==> src/rtl/usb_pkg.sv <==
// Shared types and constants for the USB receive path: PID and error encodings,
// packet class decode and CRC polynomials.
package usb_pkg;

  typedef enum logic [3:0] {
    PidOut   = 4'b1000,
    PidIn    = 4'b1001,
    PidSetup = 4'b1011,
    PidData0 = 4'b1100,
    PidData1 = 4'b1101,
    PidAck   = 4'b0100,
    PidNak   = 4'b0101,
    PidStall = 4'b0111
  } pid_t;

  typedef enum logic [2:0] {
    ErrNone = 3'd0,
    ErrPid  = 3'd1,
    ErrLen  = 3'd2,
    ErrCrc  = 3'd3,
    ErrOvf  = 3'd4
  } err_t;

  typedef enum logic [1:0] {
    ClsNone,
    ClsToken,
    ClsData,
    ClsHs
  } pid_class_t;

  localparam logic [4:0]  Crc5Poly     = 5'b00101;
  localparam logic [15:0] Crc16Poly    = 16'h8005;
  localparam logic [4:0]  Crc5Residue  = 5'b01100;
  localparam logic [15:0] Crc16Residue = 16'h800D;

  // ClsNone covers both a bad check nibble and an unassigned PID.
  function automatic pid_class_t pid_class(input logic [7:0] pid_byte);
    pid_class_t cls;
    cls = ClsNone;
    if (pid_byte[7:4] == ~pid_byte[3:0]) begin
      case (pid_t'(pid_byte[7:4]))
        PidOut, PidIn, PidSetup: cls = ClsToken;
        PidData0, PidData1:      cls = ClsData;
        PidAck, PidNak, PidStall: cls = ClsHs;
        default:                 cls = ClsNone;
      endcase
    end
    return cls;
  endfunction

endpackage

==> src/rtl/crc_serial.sv <==
// Serial MSB-first LFSR CRC; clear loads all ones, enable shifts in one bit.
module crc_serial #(
  parameter int unsigned   W    = 5,
  parameter logic [W-1:0]  POLY = '0
) (
  input  logic         clk_i,
  input  logic         rst_ni,
  input  logic         clr_i,
  input  logic         en_i,
  input  logic         din_i,
  output logic [W-1:0] crc_o
);

  logic [W-1:0] crc_q, crc_d;
  logic         fb;

  always_comb begin
    fb    = din_i ^ crc_q[W-1];
    crc_d = crc_q;
    if (clr_i) begin
      crc_d = '1;
    end else if (en_i) begin
      crc_d = {crc_q[W-2:0], 1'b0} ^ (fb ? POLY : '0);
    end
  end

  always_ff @(posedge clk_i) begin
    if (!rst_ni) crc_q <= '1;
    else         crc_q <= crc_d;
  end

  assign crc_o = crc_q;

endmodule

==> src/rtl/usb_rx_decoder.sv <==
// Decodes de-stuffed USB token, data and handshake packets into one registered
// result pulse per packet, with CRC5/CRC16 checking and payload capture.
module usb_rx_decoder import usb_pkg::*; #(
  parameter int unsigned MAX_BYTES = 8,
  parameter int unsigned DATA_W    = 8 * MAX_BYTES,
  parameter int unsigned CNT_W     = $clog2(8 * MAX_BYTES + 25)
) (
  input  logic                           clk,
  input  logic                           rst_L,
  input  logic                           recving,
  input  logic                           pause,
  input  logic                           inb,
  output logic [3:0]                     pid,
  output logic [6:0]                     addr,
  output logic [3:0]                     endp,
  output logic [DATA_W-1:0]              data,
  output logic [$clog2(MAX_BYTES+1)-1:0] nbytes,
  output logic                           havetoken,
  output logic                           havepkt,
  output logic                           haveack,
  output logic                           havenak,
  output logic                           havestall,
  output logic                           error,
  output logic [2:0]                     err_code
);

  localparam int unsigned      NbW     = $clog2(MAX_BYTES + 1);
  localparam int unsigned      SrW     = DATA_W + 16;
  localparam logic [CNT_W-1:0] MaxBits = CNT_W'(8 + 8 * MAX_BYTES + 16);
  localparam logic [CNT_W-1:0] Cnt8    = CNT_W'(8);
  localparam logic [CNT_W-1:0] Cnt19   = CNT_W'(19);
  localparam logic [CNT_W-1:0] Cnt24   = CNT_W'(24);

  typedef enum logic [1:0] {StIdle, StRecv, StDone} state_t;

  state_t             state_q;
  logic [CNT_W-1:0]   cnt_q;
  logic [7:0]         pid_sr_q;
  logic [SrW-1:0]     sr_q;
  logic               ovf_q;
  logic [3:0]         pid_q, endp_q;
  logic [6:0]         addr_q;
  logic [DATA_W-1:0]  data_q;
  logic [NbW-1:0]     nbytes_q;
  logic [5:0]         flags_q;
  logic               error_q;
  err_t               err_code_q;

  logic               bit_ok, capture, shift_en;
  logic [4:0]         crc5;
  logic [15:0]        crc16;
  pid_class_t         cls;
  err_t               res_err;
  logic [CNT_W-1:0]   payload_bits;

  assign bit_ok   = recving & ~pause;
  assign capture  = bit_ok & (state_q != StRecv);
  assign shift_en = bit_ok & (state_q == StRecv) & (cnt_q != MaxBits);

  // CRC5 sees addr+endp only; CRC16 sees bits as they leave the 16-bit window.
  crc_serial #(.W(5), .POLY(Crc5Poly)) u_crc5 (
    .clk_i  (clk),
    .rst_ni (rst_L),
    .clr_i  (capture),
    .en_i   (shift_en && cnt_q >= Cnt8 && cnt_q < Cnt19),
    .din_i  (inb),
    .crc_o  (crc5)
  );

  crc_serial #(.W(16), .POLY(Crc16Poly)) u_crc16 (
    .clk_i  (clk),
    .rst_ni (rst_L),
    .clr_i  (capture),
    .en_i   (shift_en && cnt_q >= Cnt24),
    .din_i  (sr_q[15]),
    .crc_o  (crc16)
  );

  assign payload_bits = cnt_q - Cnt24;

  always_comb begin
    cls     = pid_class(pid_sr_q);
    res_err = ErrNone;
    if (cls == ClsNone) begin
      res_err = ErrPid;
    end else if (ovf_q) begin
      res_err = ErrOvf;
    end else begin
      unique case (cls)
        ClsToken: begin
          if (cnt_q != Cnt24)            res_err = ErrLen;
          else if (sr_q[4:0] != ~crc5)   res_err = ErrCrc;
        end
        ClsData: begin
          if (cnt_q < Cnt24 || cnt_q[2:0] != 3'd0) res_err = ErrLen;
          else if (sr_q[15:0] != ~crc16)           res_err = ErrCrc;
        end
        ClsHs: begin
          if (cnt_q != Cnt8) res_err = ErrLen;
        end
        default: res_err = ErrPid;
      endcase
    end
  end

  always_ff @(posedge clk) begin
    if (!rst_L) begin
      state_q    <= StIdle;
      cnt_q      <= '0;
      pid_sr_q   <= '0;
      sr_q       <= '0;
      ovf_q      <= 1'b0;
      pid_q      <= '0;
      addr_q     <= '0;
      endp_q     <= '0;
      data_q     <= '0;
      nbytes_q   <= '0;
      flags_q    <= '0;
      error_q    <= 1'b0;
      err_code_q <= ErrNone;
    end else begin
      flags_q    <= '0;
      error_q    <= 1'b0;
      err_code_q <= ErrNone;
      unique case (state_q)
        StIdle, StDone: begin
          if (bit_ok) begin
            state_q  <= StRecv;
            cnt_q    <= CNT_W'(1);
            pid_sr_q <= {7'b0, inb};
            sr_q     <= '0;
            ovf_q    <= 1'b0;
          end else begin
            state_q  <= StIdle;
          end
        end
        StRecv: begin
          if (!recving) begin
            state_q <= StDone;
            if (res_err != ErrNone) begin
              error_q    <= 1'b1;
              err_code_q <= res_err;
            end else begin
              pid_q <= pid_sr_q[7:4];
              unique case (cls)
                ClsToken: begin
                  flags_q[5] <= 1'b1;
                  addr_q     <= sr_q[15:9];
                  endp_q     <= sr_q[8:5];
                end
                ClsData: begin
                  flags_q[4] <= 1'b1;
                  data_q     <= sr_q[SrW-1:16];
                  nbytes_q   <= NbW'(payload_bits >> 3);
                end
                default: begin
                  flags_q[3] <= (pid_sr_q[7:4] == PidAck);
                  flags_q[2] <= (pid_sr_q[7:4] == PidNak);
                  flags_q[1] <= (pid_sr_q[7:4] == PidStall);
                end
              endcase
            end
          end else if (!pause) begin
            if (cnt_q == MaxBits) begin
              ovf_q <= 1'b1;
            end else begin
              cnt_q <= cnt_q + CNT_W'(1);
              if (cnt_q < Cnt8) pid_sr_q <= {pid_sr_q[6:0], inb};
              else              sr_q     <= {sr_q[SrW-2:0], inb};
            end
          end
        end
        default: state_q <= StIdle;
      endcase
    end
  end

  assign pid       = pid_q;
  assign addr      = addr_q;
  assign endp      = endp_q;
  assign data      = data_q;
  assign nbytes    = nbytes_q;
  assign havetoken = flags_q[5];
  assign havepkt   = flags_q[4];
  assign haveack   = flags_q[3];
  assign havenak   = flags_q[2];
  assign havestall = flags_q[1];
  assign error     = error_q;
  assign err_code  = err_code_q;

endmodule
==> config.mk <==
export PLATFORM = sky130hd
export DESIGN_NAME = usb_rx_decoder
export DESIGN_NICKNAME = d
export VERILOG_FILES = /design/src/rtl/usb_pkg.sv /design/src/rtl/crc_serial.sv /design/src/rtl/usb_rx_decoder.sv
export SDC_FILE = /design/constraint.sdc
export NUM_CORES = 1
export LEC_CHECK = 0
export CAP_MARGIN = 0
export CORE_MARGIN = 5
export CORE_UTILIZATION = 49
export DETAILED_ROUTE_END_ITERATION = 10
export PLACE_DENSITY = 0.75
export SYNTH_ARGS = -nofsm -noshare
export SYNTH_HDL_FRONTEND = slang
export SYNTH_SLANG_ARGS = --single-unit
==> constraint.sdc <==
create_clock -name clk -period 3.2 [get_ports clk]
set_input_delay 0.48 -clock clk [delete_from_list [all_inputs] [get_ports clk]]
set_output_delay 0.48 -clock clk [all_outputs]
set_load 0.01 [all_outputs]
==> flow_summary_export.csv <==
group,metric,value,unit
power,leakage,0.00423,uW
global_route,total_congestion_overflow,0,
place,detailed_place_hpwl,10600,um
die,die-area,0.0191,mm2
yosys,synth.lib_cells_used.distinct,47,
final_layout,fin_nets,945,
final_layout,drive_gt1_share,6.98,%
final_layout,multi_input_comb_area,0.00350,mm2
critical_path,crit_chain,"xnor2_1 > nor4_2 > nand2_1 > ha_1 > nor4_2 > o2111ai_1 > or4b_4 > buf_12 > mux2i_1 > nor2_1",
timing,final_critical_path_setup_slack,219,ps
clock_network,cts_tree,"built",
place,gp_congestion,0.839,
worst_hold_path,timing.hold.worst_endpoint,"addr[5]",
clock_network,root_buffer,"clkbuf_16",
die,number_of_top_level_pins,97,
final_layout,area_growth,24.4,%
critical_path,timing.critical_path.mode_cell,"nor4_2",
timing,layout_worst_path_cycle_share,93.2,%
critical_path,timing.reg2reg.setup_slack,220,ps
die,fp.dieH,138,um
timing,tightest_slew,1220,ps
final_layout,finalCoreUtilization,62.5,%
route,vias,6100,
global_route,grt_pass1_wl,28500,um
critical_path,worst_ep_required_time,3550,ps
critical_path,r2r_cells,10,
global_route,maximum_number_of_pins_on_one_net_before_global_route_repair,163,
yosys,mappedNetlistNets,860,
clock_network,htreeDepth,1,
route,routed_antenna_nets,0,
timing,grt_setup_unrepaired,"no",
power,finalPower,5370,uW
clock_network,clock_transition_time_at_the_flip_flop_clock_pins_of_the_worst_setup_and_hold_paths,60,ps
route,wl_per_cell,14.5,um
final_layout,ff_latch_area,0.00427,mm2
timing,finalCriticalPeriod,2980,ps
global_route,vias_in_the_first_global_route,5809,
yosys,synthCells,846,
clock_network,worstSkewPairLatency,490,ps
critical_path,critical_path.max_stage_delay,590,ps
route,drt_wl_total,16800,um
timing,final_hold_violation_count,0,
place,dp_worst_setup_slack,67.5,ps
yosys,yosysWarnings,0,
critical_path,setup.worst_path.start_class,"register",
worst_hold_path,hp-start,"addr[5]",
worst_hold_path,min_path_cells,2,
die,num_rows,46,
run,max_cap_viol_count,0,
route,via_per_inst,5.25,
clock_network,cts_max_path_buffers,3,
yosys,netlist_area_before_placement,0.00804,mm2
die,die_w,138,um
route,drt-pass1-iter-count,5,
route,drt_first_iter_violations,434,
critical_path,timing.critical_path.fanout_max,42,
place,port_buffers,96,
critical_path,cpMaxStageDelayCell,"or4b_4",
route,drc_errors,0,
yosys,ys_seq_elements,213,
yosys,synth-seq-area-share,53.0,%
critical_path,critical_path.startpoint,"pid_sr_q[1]",
run_status,outcome,"completed",
clock_network,cts_num_sinks,213,
critical_path,r2r_end,"data[5]",
final_layout,count_of_inserted_antenna_diode_cells,0,
critical_path,worst_r2r_startpoint,"pid_sr_q[1]",
clock_network,hold_buffers,0,
timing,timing.clock.skew,9.69,ps
global_route,grt_antenna_before_repair,0,
timing,timing.fmax,335,MHz
timing,setup-violations-final,0,
clock_network,cts_buf_count,22,
power,irDropWorstVdd,0.504,mV
final_layout,nFillCells,1364,
timing,finalSetupTns,0,ps
timing,timing.max_slew.rel_slack,17.5,%
critical_path,worst_ep_arrival_time,3330,ps
power,power.density,537,mW/mm2
die,initial_utilization,50.3,%
timing,hold-worst-slack,457,ps
critical_path,endpoint_kind,"register",
global_route,grt_usage,17.0,%
worst_hold_path,worst_hold_path_type,"reg -> reg",
die,fp.coreArea,0.0160,mm2
timing,number_of_slew_limit_violations_in_the_final_report,0,
yosys,syn_area_per_cell,9.50,um2
critical_path,timing.setup.critical_path_class,"reg -> reg",
[metrics by stage]
stage,cells,instance area [um2]
after floorplan,846,8040
after global placement,1119,9210
after detailed placement,1119,9210
after CTS,1158,9950
after global routing,1162,10000
final,1162,10000
[area by class of cell]
type	count	area share, %
multi-input cells	563	35.0
clock buffers	29	6.18
clock inverters	10	1.30
inverters	13	0.513
flip-flops and latches	213	42.7
repair buffers	118	11.6
well taps	216	2.70
[power by group]
group          total, uW  internal, uW  switching [uW]
logic                110          22.2            88.2
registers           2660          2650            3.24
clock network       2600          1600            1000
[how the worst max path moves through the flow]
| stage | endpoint | cells past startpoint | slack (ps) |
|---|---|---|---|
| 4_1_cts | data[42] | 10 | 50 |
| 2_1_floorplan | data[10] | 13 | 190 |
| 3_3_place_gp | data[33] | 10 | 170 |
| 6_report | data[5] | 10 | 220 |
| 3_5_place_dp | data[9] | 10 | 70 |
| 5_1_grt | data[9] | 10 | 4 |
[what timing repair did]
item,4_1_cts,5_1_grt
endpoints found under the setup margin,0,66
gates resized for setup,0,3
buffers inserted,0,4
[layer usage]
layer | track usage [%] | wire [um] | vias up
met5 | 0 | 0 | -
met4 | 4.06 | 298 | 0
met3 | 3.62 | 684 | 24
met2 | 27.5 | 7790 | 124
met1 | 23.4 | 8070 | 2893
li1 | - | - | 3059
[critical path, delay by kind of cell (launching register included)]
kind,cells,cell delay (ps)
multiplexers,1,190
buffers and inverters,1,230
flip-flops,1,330
XOR/XNOR,1,170
AND/OR/NAND/NOR,5,1430
adder cells (fa/ha/maj),1,280
AO/OA/AOI/OAI,1,180
[cell families after synthesis]
kind of cell | share of synthesized area (%)
flip-flops | 53.0
AO/OA/AOI/OAI | 10.8
multiplexers | 10.8
adder cells (fa/ha/maj) | 1.40
XOR/XNOR | 3.92
AND/OR/NAND/NOR | 16.3
buffers and inverters | 3.69
[placed cells by master (no fill, tap or decap), types with 4 or more instances in the layout]
cell type	n
a211oi_1	4
a21oi_1	13
a22oi_1	82
buf_4	19
clkbuf_1	4
clkbuf_16	23
clkdlybuf4s50_1	96
clkinv_2	5
dfxtp_1	212
ha_1	9
inv_1	12
mux2i_1	87
nand2_1	70
nand2b_1	5
nand3_1	21
nor2_1	176
nor2b_1	4
nor3_1	7
nor4_1	4
o211ai_1	4
o21ai_0	5
xnor2_1	31
xor2_1	5
[flip-flops by register name, indices dropped and copies added (netlist names), 5 cells and up, named ones only]
name / cells
addr: 7
cnt_q: 7
data: 64
flags_q: 5
pid_sr_q: 8
sr_q: 80
u_crc16.crc_o: 16
u_crc5.crc_o: 5
[cells in the mapped netlist, drive strengths merged]
cell type | n | area, um2
a21boi | 2 | 15.0
clkbuf | 47 | 176
o211ai | 4 | 30.0
or4b | 2 | 23.8
a32o | 1 | 10.0
and4 | 1 | 8.76
nand4b | 1 | 8.76
or3 | 2 | 12.5
a211oi | 5 | 42.5
a22o | 1 | 8.76
dfxtp | 213 | 4260
and3 | 3 | 18.8
and2 | 4 | 25.0
o21bai | 1 | 7.51
nand4 | 3 | 18.8
a22oi | 82 | 616
o311ai | 1 | 8.76
nor4 | 6 | 37.5
a31oi | 1 | 6.26
inv | 13 | 48.8
o2111ai | 1 | 8.76
a21oi | 13 | 65.1
nor3 | 7 | 35.0
a221oi | 1 | 8.76
nand2b | 5 | 31.3
nor4b | 1 | 8.76
buf | 10 | 71.3
xor2 | 5 | 43.8
or4 | 1 | 7.51
nand2 | 71 | 267
ha | 9 | 113
nand3b | 1 | 7.51
xnor2 | 31 | 272
nor3b | 1 | 7.51
o21ai | 7 | 35.0
nor2b | 4 | 25.0
nor2 | 176 | 661
o211a | 1 | 10.0
nand3 | 21 | 105
mux2i | 87 | 871
Note: power is estimated with default switching activity, not from simulation.
==> edit 1: new RTL, config.mk and constraints unchanged <==
`MAX_BYTES`: 8 -> 16.
--- a/src/rtl/usb_rx_decoder.sv
+++ b/src/rtl/usb_rx_decoder.sv
@@ -1,7 +1,7 @@
 // Decodes de-stuffed USB token, data and handshake packets into one registered
 // result pulse per packet, with CRC5/CRC16 checking and payload capture.
 module usb_rx_decoder import usb_pkg::*; #(
-  parameter int unsigned MAX_BYTES = 8,
+  parameter int unsigned MAX_BYTES = 16,
   parameter int unsigned DATA_W    = 8 * MAX_BYTES,
   parameter int unsigned CNT_W     = $clog2(8 * MAX_BYTES + 25)
 ) (
Ports: changed (resized data and nbytes); port bits go from 97 to 162. No check against the original RTL was run, so the function may have changed too.
==> edit 1 against the original RTL <==
Maximum frequency down 2.0%; routed wire length up 69%; total power grew 62%; sequential cell count rose by 130; sequential power rose by 61%; cell area rose by 56%; area after synthesis rose by 58%; highest routed layer unchanged; largest cell class unchanged; setup slack got worse by 0.062 ns; cell count grew 61%.
==> edit 1: results (changes against the original RTL) <==
.. list-table::
   :header-rows: 1

   * - Metric
     - Value
   * - Maximum clock skew at final layout
     - 0.0116 ns (+0.00192 ns)
   * - Largest net degree at the start of global routing
     - 207 (+27%)
   * - Net count reported at finish
     - 1527 (+62%)
   * - Wire per inst
     - 15.2 um (+4.8%)
   * - RR Startpoint
     - cnt_q[4]
   * - Cell count of the worst reg-to-reg path
     - 8 (-2)
   * - Seq/Total Area, Yosys
     - 54.0% (+0.97 points)
   * - Worst Path Max Fanout
     - 50 (+19%)
   * - Nets in the synthesized netlist
     - 1440 (+67%)
   * - Metal3 WL
     - 1.52 mm (+120%)
   * - Length of routed met2 wiring
     - 13.5 mm (+73%)
   * - Hold worst-path end
     - nbytes[4]
   * - Post-DP Area
     - 14300 um^2 (+56%)
   * - DRC marker count from the first detailed-route iteration
     - 886 (+100%)
   * - Routed met1 length
     - 13.0 mm (+61%)
   * - First-pass GRT wire length
     - 47.0 mm (+65%)
   * - Later-pin clock latency in the skew report
     - 0.50 ns
   * - Placed wire-length estimate after detailed placement
     - 17.3 mm (+64%)
   * - Critical R2R Capture
     - data[87]
   * - Run status
     - complete, no violations
   * - Static Leak
     - 0.00532 uW (+26%)
   * - TritonCTS Buffers
     - 35 (+59%)
   * - Vias in the first global route
     - 9386 (+62%)
   * - Cell types occupying the most area after synthesis
     - sky130_fd_sc_hd__dfxtp_1 54%, sky130_fd_sc_hd__a22oi_1 9.0%, sky130_fd_sc_hd__nand3_1 6.0%, sky130_fd_sc_hd__nand2_1 5.2%, sky130_fd_sc_hd__nor2_1 5.1%
   * - Detailed-route via count
     - 10207 (+67%)
   * - Gp weighted congestion
     - 0.838 (-0.11%)
   * - Largest voltage drop on the vdd net
     - 0.411 mV (-18%)
   * - Register-to-register setup slack
     - 0.16 ns (-0.06 ns)
   * - HP Start
     - nbytes[4]
edit 1: cell type report:
cell class / instances / area (um^2)
fill: 2295 / 10300
sequential: 343 / 6870
multi-input combinational: 947 / 5210
timing repair buffer: 177 / 1810
clock buffer: 55 / 1120
tap: 335 / 419
clock inverter: 6 / 108
inverter: 11 / 43.8
edit 1: layer usage:
| metal | vias to the layer above | GRT usage [%] |
|---|---|---|
| met1 | 4797 | 25.5 |
| met5 | - | 0 |
| met2 | 244 | 31.4 |
| met3 | 36 | 3.67 |
| met4 | 0 | 4.55 |
| li1 | 5130 | - |
edit 1: cells by family after synthesis:
kind of cell               synth area share [%]
AOI/OAI and AO/OA                          16.8
DFF                                        54.0
buffers and inverters                      5.31
adders and majority gates                 0.689
and+or+nand+nor                            18.9
xor gates and xnor gates                   2.62
muxes                                      1.66
edit 1: worst max-delay path: cells and delay by family, from the launching register on:
kind	cells	cell delay, ns
buffers and inverters	1	0.29
AOI/OAI and AO/OA	2	0.61
DFF	1	0.46
and+or+nand+nor	4	1.22
adders and majority gates	1	0.30
edit 1: worst max path at each step:
stage,startpoint,end,slack [ns],cells past startpoint
after CTS,cnt_q[4],endp[3],0.08,7
after global placement,pid_sr_q[6],data[0],0.20,9
after floorplan,pid_sr_q[5],nbytes[0],0.21,12
after global routing,pid_sr_q[6],addr[3],0.02,8
after detailed placement,pid_sr_q[6],endp[3],0.1,8
final,cnt_q[4],data[87],0.16,8
edit 1: power breakdown:
part	leakage (uW)	internal [uW]	switching, uW
combinational	0.00195	27.7	144
sequential	0.00276	4270	4.47
clock	0.000606	2650	1610
total	0.00532	6950	1760
edit 1: through the flow:
step,power (uW),setup slack (ns),std cells,hold slack (ns)
after floorplan,4500,0.214,1428,0.428
after global placement,4540,0.199,1813,0.443
after detailed placement,4540,0.0985,1813,0.449
after CTS,8800,0.0796,1874,0.457
after global routing,8990,0.0241,1874,0.478
final,8710,0.157,1874,0.454
==> edit 2: new RTL, same settings <==
Made on the original files. Make the reset (`rst_L` and `rst_ni`) asynchronous in 2 clocked blocks.
--- a/src/rtl/crc_serial.sv
+++ b/src/rtl/crc_serial.sv
@@ -24,7 +24,7 @@
     end
   end
 
-  always_ff @(posedge clk_i) begin
+  always_ff @(posedge clk_i or negedge rst_ni) begin
     if (!rst_ni) crc_q <= '1;
     else         crc_q <= crc_d;
   end
--- a/src/rtl/usb_rx_decoder.sv
+++ b/src/rtl/usb_rx_decoder.sv
@@ -103,7 +103,7 @@
     end
   end
 
-  always_ff @(posedge clk) begin
+  always_ff @(posedge clk or negedge rst_L) begin
     if (!rst_L) begin
       state_q    <= StIdle;
       cnt_q      <= '0;
Check against the original RTL: differs if rst_L is asserted again (counterexample within 4 cycles, from zero or initial values and one cycle with rst_L low); with rst_L held inactive, the same outputs for 4 cycles.
==> edit 2 against the original RTL <==
Cell area increased by 5.0%; setup slack worse by 0.12 ns; routed wire length up 0.65%; core utilization fell by 1.2 points; maximum frequency shrank 3.8%; total power increased by 2.2%; largest cell class unchanged; sequential cell count fell by 2; clock skew increased by 0.0012 ns; synthesized cell count down 27%; area after synthesis grew 5.4%.
==> edit 2: results (changes against the original RTL) <==
.. list-table::
   :header-rows: 1

   * - Metric
     - Value
   * - Nets in the synthesized netlist
     - 634 (-26%)
   * - Wire per inst
     - 17.7 um (+22%)
   * - GRT met1 Usage
     - 24.7% (+1.3 points)
   * - Largest net degree at the start of global routing
     - 89 (-45%)
   * - Largest voltage drop on the vdd net
     - 0.429 mV (-15%)
   * - Reported net switching power
     - 1150 uW (+4.9%)
   * - Delay of the slowest critical-path stage
     - 0.46 ns (-0.13 ns)
   * - Xor and xnor fraction of the mapped netlist area
     - 3.93% (+0.0041 points)
   * - Vias per std cell
     - 5.61 (+6.9%)
   * - Total track usage
     - 17.0% (-0.021 points)
   * - Maximum clock skew at final layout
     - 0.0109 ns (+0.00122 ns)
   * - Cell type of the slowest stage on the worst timing path
     - sky130_fd_sc_hd__dfrtp_2
   * - Share of synthesized registers carrying an async set or reset
     - 100% (+100 points)
   * - Vias in the first global route
     - 5536 (-4.7%)
   * - Hold/Removal Path Class
     - input port to async pin
   * - Net count reported at finish
     - 730 (-23%)
   * - Cell types occupying the most area after synthesis
     - sky130_fd_sc_hd__dfrtp_1 56%, sky130_fd_sc_hd__a22o_1 9.1%, sky130_fd_sc_hd__mux2_2 8.5%, sky130_fd_sc_hd__dfstp_2 6.5%, sky130_fd_sc_hd__xnor2_1 3.3%
   * - Transition time at the pin with the least slew margin
     - 0.661 ns (-0.563 ns)
   * - Data arrival time at the worst-slack endpoint
     - 3.47 ns (+0.14 ns)
   * - Multiplexer area fraction after synthesis
     - 11.6% (+0.80 points)
   * - Run status
     - complete, no violations
   * - Met3 Track Usage GR
     - 2.66% (-0.96 points)
   * - Gp weighted congestion
     - 0.887 (+5.8%)
   * - Static Leak
     - 0.00495 uW (+17%)
   * - DRC marker count from the first detailed-route iteration
     - 350 (-19%)
   * - Worst Path Max Fanout
     - 68 (+62%)
   * - Met2 track demand over resource
     - 26.8% (-0.71 points)
   * - Length of routed met2 wiring
     - 7.91 mm (+1.5%)
   * - Metal3 WL
     - 826 um (+21%)
   * - Placed wire-length estimate after detailed placement
     - 11.1 mm (+5.0%)
   * - Routed met1 length
     - 7.86 mm (-2.6%)
   * - Area fraction in compound gates after synthesis
     - 11.1% (+0.25 points)
   * - Seq/Total Area, Yosys
     - 62.6% (+9.6 points)
edit 2: worst reg2reg max path: cells and delay by family, from the launching register on:
kind / cells / cell delay, ns
xor gates and xnor gates: 1 / 0.16
adders and majority gates: 1 / 0.25
DFF: 1 / 0.46
AOI/OAI and AO/OA: 1 / 0.28
and+or+nand+nor: 3 / 0.83
muxes: 1 / 0.47
buffers and inverters: 2 / 0.52
edit 2: power groups by stage:
stage                     logic (uW)  registers (uW)  clock network, uW
final                            206            2720               2560
after global routing             232            2720               2770
after CTS                        210            2720               2640
after detailed placement         209            2760                  0
after global placement           203            2760                  0
after floorplan                  114            2750                  0
edit 2: worst paths after layout:
path	from	endpoint	slack, ns	cells past startpoint
setup / recovery	pid_sr_q[6]	data[58]	0.10	9
hold / removal	rst_L	data[16]	0.01	1
setup reg to reg	pid_sr_q[6]	data[58]	0.10	9
hold reg to reg	data[34]	data[34]	0.49	1
max in group asynchronous	rst_L	pid_sr_q[5]	2.21	2
min in group clk	data[34]	data[34]	0.49	1
edit 2: what timing repair did:
item | in CTS | in global routing
endpoints found under the setup margin | 0 | 85
gates resized for setup | 0 | 10
buffers inserted | 0 | 2
edit 2: through the flow:
step                      utilization (%)  instances  total power (uW)  hold slack (ns)  setup WS (ns)
after CTS                            61.0        954              5560           0.0358         0.0498
after global routing                 61.3        957              5720           0.0691        -0.0226
after detailed placement             56.7        914              2970            0.479         0.0996
after floorplan                         -        620              2870            0.184          0.300
after global placement               56.7        914              2970            0.466          0.258
final                                61.3        957              5490           0.0102          0.101
edit 2: cell type report:
type / count / area [um^2]
fillers: 1279 / 6620
flip-flops and latches: 211 / 5310
multi-input cells: 363 / 3010
repair buffers: 108 / 1110
clock buffers: 33 / 663
well taps: 225 / 282
clock inverters: 7 / 87.6
inverters: 10 / 37.5
